===== config.mk =====
export PLATFORM = sky130hd
export DESIGN_NAME = mem_bus_arbiter
export DESIGN_NICKNAME = d
export VERILOG_FILES = /design/src/rtl/mem_bus_arbiter_pkg.sv /design/src/rtl/mem_bus_arbiter_arb_pick.sv /design/src/rtl/mem_bus_arbiter.sv
export SDC_FILE = /design/constraint.sdc
export NUM_CORES = 1
export LEC_CHECK = 0
export ABC_AREA = 1
export BUFFER_PORTS_ARGS = -buffer_cell sky130_fd_sc_hd__buf_2
export CAP_MARGIN = 20
export CORE_AREA = 2 2 198 200
export CTS_CLUSTER_DIAMETER = 60
export DETAILED_ROUTE_END_ITERATION = 12
export DIE_AREA = 0 0 200 202
export PLACE_DENSITY = 0.55
export SYNTH_ARGS = -nofsm -noshare
export SYNTH_HDL_FRONTEND = slang
export SYNTH_SLANG_ARGS = --single-unit

===== constraint.sdc =====
create_clock -name clk -period 1.1 [get_ports clk]
set_input_delay 0.165 -clock clk [delete_from_list [all_inputs] [get_ports clk]]
set_output_delay 0.165 -clock clk [all_outputs]
set_load 0.02 [all_outputs]

===== src/rtl/mem_bus_arbiter_pkg.sv =====
// rtl/mem_bus_arbiter_pkg.sv - shared types and constants for the fetch/data memory arbiter
package mem_bus_arbiter_pkg;

   typedef enum logic [1:0] {ARB_IDLE, ARB_BUSY, ARB_DONE} arb_state_t;
   typedef enum logic {OWN_I, OWN_D} arb_owner_t;

   // A fetch is always a 4-byte access.
   localparam logic [2:0] FETCH_SIZE = 3'd2;

endpackage


===== src/rtl/mem_bus_arbiter_arb_pick.sv =====
// rtl/mem_bus_arbiter_arb_pick.sv - combinational winner select between fetch and data requests
module arb_pick
   import mem_bus_arbiter_pkg::*;
(
   input  logic i_ivalid,
   input  logic i_dvalid,
   input  logic i_prio,
   output logic o_owner,
   output logic o_valid
);

   always_comb begin
      o_valid = i_ivalid | i_dvalid;
      o_owner = OWN_I;
      if (i_ivalid & i_dvalid) begin
         o_owner = i_prio;
      end else if (i_dvalid) begin
         o_owner = OWN_D;
      end
   end

endmodule


===== src/rtl/mem_bus_arbiter.sv =====
// rtl/mem_bus_arbiter.sv - shares one single-beat memory port between fetch and data buses
// Optional ARB_ROUND_ROBIN_EN: alternating priority on simultaneous requests (default: data wins).
module mem_bus_arbiter
   import mem_bus_arbiter_pkg::*;
#(
   parameter int ADDR_W = 64,
   parameter int DATA_W = 64
) (
   input  logic              clk,
   input  logic              reset,
   input  logic              ireq_valid,
   input  logic [ADDR_W-1:0] ireq_addr,
   output logic              iresp_data_ok,
   output logic [31:0]       iresp_data,
   input  logic              dreq_valid,
   input  logic [ADDR_W-1:0] dreq_addr,
   input  logic [2:0]        dreq_size,
   input  logic [7:0]        dreq_strobe,
   input  logic [DATA_W-1:0] dreq_data,
   output logic              dresp_data_ok,
   output logic [DATA_W-1:0] dresp_data,
   output logic              mreq_valid,
   output logic [ADDR_W-1:0] mreq_addr,
   output logic [2:0]        mreq_size,
   output logic [7:0]        mreq_strobe,
   output logic [DATA_W-1:0] mreq_data,
   input  logic              mresp_valid,
   input  logic [DATA_W-1:0] mresp_data
);

   arb_state_t        r_state;
   arb_state_t        w_state_nxt;
   arb_owner_t        r_owner;
   logic [ADDR_W-1:0] r_addr;
   logic [2:0]        r_size;
   logic [7:0]        r_strobe;
   logic [DATA_W-1:0] r_data;
   logic [DATA_W-1:0] r_resp;
   logic              w_prio;
   logic              w_grant_owner;
   logic              w_grant_valid;
   logic              w_capture;
   logic              w_complete;

`ifdef ARB_ROUND_ROBIN_EN
   logic r_prio;

   // After each grant the other requester gets precedence on the next tie.
   always_ff @(posedge clk) begin
      if (reset) begin
         r_prio <= OWN_D;
      end else if (w_capture) begin
         r_prio <= ~w_grant_owner;
      end
   end

   assign w_prio = r_prio;
`else
   assign w_prio = OWN_D;
`endif

   arb_pick u_pick (
      .i_ivalid (ireq_valid),
      .i_dvalid (dreq_valid),
      .i_prio   (w_prio),
      .o_owner  (w_grant_owner),
      .o_valid  (w_grant_valid)
   );

   always_ff @(posedge clk) begin
      if (reset) begin
         r_state <= ARB_IDLE;
      end else begin
         r_state <= w_state_nxt;
      end
   end

   always_comb begin
      w_state_nxt   = r_state;
      mreq_valid    = 1'b0;
      iresp_data_ok = 1'b0;
      dresp_data_ok = 1'b0;
      w_capture     = 1'b0;
      w_complete    = 1'b0;
      case (r_state)
         ARB_IDLE: begin
            if (w_grant_valid) begin
               w_capture   = 1'b1;
               w_state_nxt = ARB_BUSY;
            end
         end
         ARB_BUSY: begin
            mreq_valid = 1'b1;
            if (mresp_valid) begin
               w_complete  = 1'b1;
               w_state_nxt = ARB_DONE;
            end
         end
         ARB_DONE: begin
            iresp_data_ok = (r_owner == OWN_I);
            dresp_data_ok = (r_owner == OWN_D);
            w_state_nxt   = ARB_IDLE;
         end
         default: w_state_nxt = ARB_IDLE;
      endcase
   end

   // Request fields are frozen at grant so the memory sees a stable request while busy.
   always_ff @(posedge clk) begin
      if (reset) begin
         r_owner  <= OWN_I;
         r_addr   <= '0;
         r_size   <= '0;
         r_strobe <= '0;
         r_data   <= '0;
         r_resp   <= '0;
      end else begin
         if (w_capture) begin
            r_owner <= arb_owner_t'(w_grant_owner);
            if (w_grant_owner == OWN_D) begin
               r_addr   <= dreq_addr;
               r_size   <= dreq_size;
               r_strobe <= dreq_strobe;
               r_data   <= dreq_data;
            end else begin
               r_addr   <= ireq_addr;
               r_size   <= FETCH_SIZE;
               r_strobe <= '0;
               r_data   <= '0;
            end
         end
         if (w_complete) begin
            r_resp <= mresp_data;
         end
      end
   end

   assign mreq_addr   = r_addr;
   assign mreq_size   = r_size;
   assign mreq_strobe = r_strobe;
   assign mreq_data   = r_data;
   assign iresp_data  = r_addr[2] ? r_resp[63:32] : r_resp[31:0];
   assign dresp_data  = r_resp;

endmodule

-- After elaboration in Yosys (flattened, before gate mapping)
Cells that the tools add are included.
- output and inout bits: 238
- input bits: 272
- bits in registers: 206
- eq/ne operators: 4
- reductions and logical operators: 2
- bitwise gates (word level): 3
- muxes and demuxes: 17
- operator list (cell ; count):
    $mux 64 ; 2
    $mux 32 ; 1
    $mux 1 ; 9
    $mux 8 ; 1
    $mux 2 ; 2
    $pmux 2 s2 ; 1
    $mux 3 ; 1
    $eq 2x1->1 const B ; 1
    $eq 2x2->1 const B ; 1
    $logic_not 2->1 ; 1
    $ne 2x1->1 const B ; 1
    $ne 2x2->1 const B ; 1
    $reduce_and 2->1 ; 1
    $and 1x1->1 ; 1
    $not 1->1 ; 1
    $or 1x1->1 ; 1

-- Depth between registers and ports, before layout
- depth after elaboration: 3
- gate-level depth with buffers: 9

-- Hierarchy
A second synthesis with hierarchy kept.
- cell total of the unflattened synthesis: 1514
- area total of the unflattened synthesis: 9579.2 sq um
- by module, submodules not included (module ; sequential area each (sq um) ; area each (sq um) ; times used ; cells an instance):
    mem_bus_arbiter ; 4124.0 ; 9556.7 ; 1 ; 1509
    arb_pick ; 0.0 ; 22.5 ; 1 ; 5

-- Worst setup path before layout
Ideal clock, no wire load.
- kind: flip-flop to output port
- start: register r_addr[2] (netlist: mreq_addr[2])
- end: output port iresp_data[10]
- path slack: -0.215 ns
- stages on the path, launching flop included: 5
- buffers on the path: 2
- required time: 0.935 ns
- arrival: 1.150 ns
- cells stage by stage: dfxtp_1 clkbuf_1 clkbuf_1 nand2_1 nand2_1
- longest elaborated chain between the ends: 1
- RTL lines (element ; RTL line ; text):
    start, declared ; mem_bus_arbiter.sv:34 ; logic [ADDR_W-1:0] r_addr;
    start signal, assigned ; mem_bus_arbiter.sv:121 ; r_addr <= dreq_addr;
    start signal, assigned ; mem_bus_arbiter.sv:126 ; r_addr <= ireq_addr;
    $mux 32 ; mem_bus_arbiter.sv:142 ; assign iresp_data = r_addr[2] ? r_resp[63:32] : r_resp[31:0];
    end, declared ; mem_bus_arbiter.sv:14 ; output logic [31:0] iresp_data,
Every way passes these cells.

-- Worst setup path in the final report
- start: register r_addr[2] (netlist: mreq_addr[2])
- end: output port iresp_data[31]
Same word-level chain as after synthesis.

==> summary.txt <==
area of the multi-input gates -> 0.00601 mm2
final hold vios -> 0
unrepaired setup endpoints after global routing -> true
crit path capture type -> output pin
final period utilization -> 155%
Die Span Y -> 202 um
final non-filler cell total -> 2,777
fmax -> 0.587 GHz
Storage cell area -> 0.00451 mm2
HPWL after DPL -> 25,700 um
initial antenna violation count -> 2
placed cell area -> 0.0125 mm2
CTS tree -> done
Mapped Nets -> 1,626
global-route usage over all layers -> 19.2%
failing checks -> setup timing
vias per inst -> 4.69
clock root cell -> clkbuf_16
Vias -> 13,000
CTS Buf Count -> 26
Worst-Skew Late Latency -> 0.53 ns
synth-to-layout area growth -> 144%
Mapped Area -> 0.00887 mm2
core area -> 0.0383 mm2
Crit path arrival time -> 1.54 ns
combinational share of power -> 34.7%
Internal Dissipation -> 18.4 mW
Rel. slew slack -> 56.3%
commonest non-fill, non-tap cell in the layout -> nand2_1
post-route setup TNS -> -90.80 ns
fillcell total -> 2,979
CTS sink count -> 206
slowest CP cell -> dfxtp_4
# IOs -> 510
DR WL/cell -> 18.3 um
# H-tree levels -> 1
drt total wl -> 50,900 um
Reg clk slew, reported paths -> 0.06 ns
Synth Instances -> 1,354
P per Cell Area -> 1240 mW/mm2
Flop pwr share -> 32.1%
Final Net Count -> 2,511
Sw Ratio -> 31.4%
Max Cap Viol -> 0
Clock power frac -> 33.2%
first-pass GRT wire length -> 62,000 um
CP peak stage delay -> 0.38 ns
Finish-stage setup viols -> 444
port bufs -> 509
Min-Delay Path Class -> input port to flop
NetSw -> 8.39 mW
WHS -> 0.0146 ns
syn_area_per_cell -> 6.55 um2
status -> complete, but fails checks
Leak -> 10.1 nW
worst endpoint required time -> 0.94 ns
final worst slack -> -0.603 ns
Die ar. -> 0.0404 mm2
Setup CP Type -> flop to output pin
maximum vdd drop -> 0.938 mV
CP Max Fanout -> 32
ANT nets after route -> 0
vias in the first global route -> 12,100
Seq/Total Area, Yosys -> 46.5%
detailed router's first-iteration violation count -> 617
Slew @ Worst Pin -> 0.654 ns
Synth cell types -> 16
Setup crit start kind -> flop
number of detailed-route iterations in the first pass -> 5
CTS Buffer Depth -> 3
DR DRC count -> 0
die width -> 200 um
placed insts -> 2,342
row count -> 72
Crit path top cell by count -> nand2_1
Initial Util -> 23.2%
routability congestion estimate -> 0.853
Slew Limit Fails -> 0
Synth warnings -> 0
share of layout cells above drive strength 1 -> 60.4%
skew final -> 0.0165 ns
commonest non-fill, non-tap cells in the layout -> 379 x nand2_1, 270 x buf_2, 243 x dlygate4sd3_1
Design Area, Final -> 0.0217 mm2
grt ovf -> 0
largest net degree at the start of global routing -> 46
Tmin final -> 1.70 ns
CP cell instances -> buf_12 > nand2_1 > nand2_1 > buf_2
flip-flop and latch count after synthesis -> 206
==> synth_stat cells, drive strengths merged <==
cell | count | share of area [%]
a21oi | 141 | 8.0
and3 | 1 | 0.071
buf | 52 | 3.1
clkbuf | 52 | 2.2
dfxtp | 206 | 46
inv | 70 | 3.0
nand2 | 559 | 24
nand3 | 139 | 7.8
nor2 | 132 | 5.6
nor3 | 1 | 0.056
o21ai | 1 | 0.056
==> final timing paths <==
kind	cells past startpoint	startpoint	to	slack (ns)
setup / recovery	4	mreq_addr[2]$_SDFFE_PP0P_	iresp_data[31]	-0.60
hold / removal	5	ireq_addr[18]	mreq_addr[18]$_SDFFE_PP0P_	0.01
setup reg to reg	10	r_state[0]$_SDFFE_PP0P_	mreq_addr[54]$_SDFFE_PP0P_	-0.46
hold reg to reg	2	mreq_data[45]$_SDFFE_PP0P_	mreq_data[45]$_SDFFE_PP0P_	0.47
==> worst max-delay path, delay by kind of cell, from the launching register on <==
kind / cells / cell delay, ns
and+or+nand+nor: 2 / 0.23
buffers and inverters: 2 / 0.38
DFF: 1 / 0.38
==> registers in the layout, summed over array words and instances, names as in the netlist <==
signal	cells
mreq_data	64
mreq_size	3
r_owner	1
r_state	2
mreq_addr	64
dresp_data	64
mreq_strobe	8
==> metrics by stage <==
stage	utilization (%)	worst slack (ns)	power, mW
6_report	56.6	-0.603	26.8
4_1_cts	46.1	-0.563	24.2
3_3_place_gp	32.7	-0.216	13.1
3_5_place_dp	32.7	-0.218	13.2
2_1_floorplan	-	-0.00195	11.2
5_1_grt	56.5	-0.646	27.7
==> kinds of logic (layout without fill, tap and decap cells) <==
group                  Yosys count  in the layout  share of synthesized area, %
AO/OA/AOI/OAI                  142            142                          8.01
AND/OR/NAND/NOR                832            834                          37.3
flip-flops                     206            206                          46.5
buffers and inverters          174           1074                          8.22
other                            0              3                             0
==> metal layers <==
metal	global-route usage, %	vias to the layer above	wire [um]
met5	0	-	0
met4	9.68	0	2590
met3	4.10	184	3870
met2	35.2	710	26200
met1	20.5	6086	18200
li1	-	6031	-
==> power by group through the flow <==
stage	Combinational (mW)	Sequential [mW]	Clock [mW]
after detailed placement	4.68	8.51	0
after global placement	4.64	8.50	0
after CTS	6.67	8.43	9.08
after floorplan	2.03	9.13	0
final	9.28	8.59	8.88
after global routing	9.75	8.64	9.36
==> area by class of cell <==
class | instances | share of cell area, %
well taps | 518 | 2.99
diodes | 3 | 0.0347
inverters | 70 | 1.25
multi-input cells | 976 | 27.7
clock inverters | 5 | 0.381
clock buffers | 40 | 3.76
repair buffers | 959 | 43.0
flip-flops and latches | 206 | 20.8
==> repair_timing <==
action | in CTS | in global routing
pin swaps | 31 | 115
setup endpoints to repair | 443 | 443
hold endpoints to repair | 195 | 0
gates cloned | 16 | 34
gates resized for setup | 384 | 903
setup buffers | 24 | 80
hold buffers | 243 | 0
Power figures use the tool's default switching activity.
